File: src/rtl/stream_demux2.sv
// stream_demux2: routes one valid/ready input stream to one of two outputs,
// chosen per word by in_sel. Each output owns a one-entry buffer and a
// wrapping count of words delivered.
//
// Ports:
//   clk, reset              rising-edge clock, asynchronous active-high reset
//   in_data/in_sel/in_valid input word, destination (0 -> out0, 1 -> out1), valid
//   in_ready                word accepted this cycle when in_valid is also high
//   outK_data/outK_valid    buffered word for consumer K and its valid flag
//   outK_ready              consumer K takes the word
//   cnt0, cnt1              words delivered on out0/out1, modulo 2^CW
module stream_demux2 #(
   parameter int unsigned SIZE = 32,
   parameter int unsigned CW   = 16
) (
   input  logic            clk,
   input  logic            reset,
   input  logic [SIZE-1:0] in_data,
   input  logic            in_sel,
   input  logic            in_valid,
   output logic            in_ready,
   output logic [SIZE-1:0] out0_data,
   output logic            out0_valid,
   input  logic            out0_ready,
   output logic [SIZE-1:0] out1_data,
   output logic            out1_valid,
   input  logic            out1_ready,
   output logic [CW-1:0]   cnt0,
   output logic [CW-1:0]   cnt1
);

   logic            full0_q, full0_d;
   logic            full1_q, full1_d;
   logic [SIZE-1:0] data0_q, data0_d;
   logic [SIZE-1:0] data1_q, data1_d;
   logic [CW-1:0]   cnt0_q,  cnt0_d;
   logic [CW-1:0]   cnt1_q,  cnt1_d;
   logic            acc;
   logic            deq0;
   logic            deq1;

   // Only the selected buffer can stall the input; a full buffer whose
   // consumer is ready frees its slot at the same edge, so no bubble.
   always_comb begin
      in_ready = 1'b0;
      if (in_sel) in_ready = ~full1_q | out1_ready;
      else        in_ready = ~full0_q | out0_ready;
   end

   assign acc  = in_valid & in_ready;
   assign deq0 = full0_q & out0_ready;
   assign deq1 = full1_q & out1_ready;

   // Next-state for both buffers and counters.
   always_comb begin
      full0_d = full0_q;
      full1_d = full1_q;
      data0_d = data0_q;
      data1_d = data1_q;
      cnt0_d  = cnt0_q;
      cnt1_d  = cnt1_q;

      full0_d = (acc & ~in_sel) | (full0_q & ~out0_ready);
      full1_d = (acc &  in_sel) | (full1_q & ~out1_ready);

      // Data register keeps its last word after dequeue; it only loads on accept.
      if (acc & ~in_sel) data0_d = in_data;
      if (acc &  in_sel) data1_d = in_data;

      if (deq0) cnt0_d = cnt0_q + CW'(1);
      if (deq1) cnt1_d = cnt1_q + CW'(1);
   end

   always_ff @(posedge clk or posedge reset) begin
      if (reset) begin
         full0_q <= 1'b0;
         full1_q <= 1'b0;
         data0_q <= '0;
         data1_q <= '0;
         cnt0_q  <= '0;
         cnt1_q  <= '0;
      end else begin
         full0_q <= full0_d;
         full1_q <= full1_d;
         data0_q <= data0_d;
         data1_q <= data1_d;
         cnt0_q  <= cnt0_d;
         cnt1_q  <= cnt1_d;
      end
   end

   assign out0_valid = full0_q;
   assign out1_valid = full1_q;
   assign out0_data  = data0_q;
   assign out1_data  = data1_q;
   assign cnt0       = cnt0_q;
   assign cnt1       = cnt1_q;

endmodule

File: config.mk
export PLATFORM = sky130hd
export DESIGN_NAME = stream_demux2
export DESIGN_NICKNAME = d
export VERILOG_FILES = /design/src/rtl/stream_demux2.sv
export SDC_FILE = /design/constraint.sdc
export NUM_CORES = 1
export LEC_CHECK = 0
export BUFFER_PORTS_ARGS = -buffer_cell sky130_fd_sc_hd__buf_2
export CAP_MARGIN = 40
export CORE_MARGIN = 2
export CORE_UTILIZATION = 40
export DETAILED_ROUTE_END_ITERATION = 12
export PLACE_DENSITY = 0.67
export SLEW_MARGIN = 40
export SYNTH_ARGS = -nofsm -noshare
export SYNTH_HDL_FRONTEND = slang
export SYNTH_SLANG_ARGS = --single-unit
File: constraint.sdc
create_clock -name clk -period 7.1 [get_ports clk]
set_input_delay 1.065 -clock clk [delete_from_list [all_inputs] [get_ports clk]]
set_output_delay 1.065 -clock clk [all_outputs]
set_load 0.05 [all_outputs]
==> results.sh <==
export IMPL_gp_congestion=0.780
export IMPL_relSlewSlack_pct=57.8
export IMPL_crit_family="buffers and inverters"
export IMPL_cts_buffer_depth=2
export IMPL_slew_viol_final=0
export IMPL_drv_cap=0
export IMPL_required_ns=6.03
export IMPL_drtIter0Drc=68
export IMPL_nets=444
export IMPL_synth_cell_types=29
export IMPL_synth_ff_type="dfrtp_1"
export IMPL_fin_skew_ns=0.00587
export IMPL_synth_most_common_cell="dfrtp_1"
export IMPL_cp_data_arrival_time_ns=1.90
export IMPL_insertion_delay_ns=0.35
export IMPL_r2r_slack_ns=5.34
export IMPL_io_buffers=136
export IMPL_rr_worst_depth=4
export IMPL_start_util_pct=41.6
export IMPL_yosysSeqAreaShare_pct=60.1
export IMPL_ant_nets=0
export IMPL_fin_crit_sh_pct=41.7
export IMPL_synth_top_area_cell="dfrtp_1"
export IMPL_cts_hold_fix_buffers=0
export IMPL_postCtsSetupRepairBufs=0
export IMPL_crit_path_end_kind="output port"
export IMPL_max_freq_mhz=338
export IMPL_vias_per_cell=4.66
export IMPL_setup_viol=0
export IMPL_regToRegStartpoint="out1_valid$_DFF_PP0_"
export IMPL_fin_cells=541
export IMPL_async_reset_ff_share_pct=100
export IMPL_crit_top_cell="buf_2"
export IMPL_grt_pass1_vias=2641
export IMPL_rsz0062_at_grt="false"
export IMPL_syn_nets=302
export IMPL_place_area_um2=4870
export IMPL_wl_per_cell_um=14.8
export IMPL_wirelength_mm=7.98
export IMPL_htree_levels=3
export IMPL_worst_slew_pin_transition_ns=0.634
export IMPL_cts_resized=0
export IMPL_root_buffer="clkbuf_8"
export IMPL_final_area_um2=5090
export IMPL_status="complete, no violations"
export IMPL_synth_top_area_share_pct=60.1
export IMPL_setup_worst_path_start="out0_ready"
export IMPL_grt_first_pass_wirelength_mm=13.4
export IMPL_netlist_area_um2=4080
export IMPL_setup_tns_ns=0
export IMPL_drc_errors=0
export IMPL_yosys_register_bits=98
export IMPL_cts_tree="built"
export IMPL_hold_viol=0
export IMPL_overflow=0
export IMPL_fin_crit_ns=2.96
export IMPL_p_leak_nw=2.57
export IMPL_die_height_um=105
export IMPL_rows=36
export IMPL_synth_edf_count=0
export IMPL_drtPass1Iterations=4
export IMPL_drive_above_1_share_pct=49.6
export IMPL_fin_ws_ns=4.14
export IMPL_die_area_um2=11000
export IMPL_cp_start_kind="primary input"
export IMPL_yosys_top_cells_count="dfrtp_1 (98), mux2_4 (30), mux2_1 (29), xnor2_1 (21), nand2_1 (12)"
export IMPL_power_density_nw_per_um2=348
export IMPL_crit_buf_inv=2
export IMPL_min_from="cnt0[15]$_DFFE_PP0P_"
export IMPL_die_w_um=105
export IMPL_pin_count=137
export IMPL_worstPathMaxFanout=3
export IMPL_syn2layout_area_growth_pct=24.7
export IMPL_antenna_found_initial=1
export IMPL_grt_max_degree=52
export IMPL_clock_sinks=98
export IMPL_cp_slowest_stage_delay_ns=0.27
export IMPL_clkSlewWorstSetupHoldPaths_ns=0.08
export IMPL_worstHoldEndpoint="cnt0[15]$_DFFE_PP0P_"
export IMPL_ys_warn_count=0
export IMPL_vias=2521
export IMPL_syn_inst=262
export IMPL_yosys_top_cells_area="dfrtp_1 (60%), mux2_4 (11%), mux2_1 (8.0%), xnor2_1 (4.5%), mux2_2 (2.2%)"
export IMPL_syn_avg_cell_area_um2=15.6
export IMPL_holdPathStages=1
export IMPL_irDropWorstVdd_mv=0.203
export IMPL_reg2reg_to="out1_data[30]$_DFFE_PP0P_"
export IMPL_crit_type="primary input to output port"
export IMPL_track_usage_pct=15.3
export IMPL_critical_path_slowest_cell="mux2_2"
export IMPL_hold_path_class="flip-flop to flip-flop"
export IMPL_dp_worst_setup_slack_ns=4.14
export IMPL_hpwlAfterDp_mm=5.72
export IMPL_crit_chain="buf_2, nand2b_2, mux2_2, buf_2"
export IMPL_core_um2=9820
export IMPL_place_inst=526
export IMPL_cts_made_buffers=9
==> worst max path at each step <==
stage | endpoint | cells after the start
floorplan | cnt0[0]$_DFFE_PP0P_ | 1
global placement | in_ready | 4
detailed placement | in_ready | 4
CTS | in_ready | 4
global route | in_ready | 4
finish | in_ready | 4
==> routing by layer <==
layer  wire length, um  GRT usage (%)
met5                 0              0
met1              3470           20.0
met3               822           6.30
met4               148           6.57
met2              3540           22.4
==> through the flow <==
step	power, mW	hold slack (ns)	util (%)
after floorplan	1.23	0.786	-
after global placement	1.38	0.454	49.6
after detailed placement	1.39	0.459	49.6
after CTS	1.80	0.473	51.8
after global routing	1.86	0.503	51.8
final	1.77	0.465	51.8
==> cell usage in the layout, fill, tap and decap left out, types with 3 or more instances in the layout <==
cell type	n
buf_2	136
bufinv_16	3
clkbuf_8	9
dfrtp_1	98
mux2_1	29
mux2_2	8
mux2_4	30
nand2_1	12
nand2_2	3
nand3_1	11
nand4_1	3
nor2_1	7
nor4_4	3
xnor2_1	21
xor2_1	9
==> area by class of cell <==
class	instances	area (um^2)
diodes	1	2.50
clock buffers	11	131
clock inverters	3	90.1
fillers	898	4730
inverters	3	13.8
multi-input cells	154	1540
flip-flops and latches	98	2450
well taps	133	166
repair buffers	138	696
==> report_power, final <==
part           switching (mW)  leakage (nW)  internal (mW)
logic                   0.467          1.26          0.171
clock network           0.175         0.109          0.231
registers              0.0746          1.20          0.655
==> registers in the layout (all words and copies together) (netlist names) <==
name,count
cnt0,16
out0_data,32
out1_data,32
out1_valid,1
out0_valid,1
cnt1,16
==> cell families after synthesis <==
logic type                 Yosys count  synth area share, %
buffers and inverters               10                 2.21
adders and majority gates            2                0.613
and+or+nand+nor                     55                 9.41
muxes                               67                 21.2
xor gates and xnor gates            30                 6.44
DFF                                 98                 60.1
Note: power is estimated with default switching activity, not from simulation.
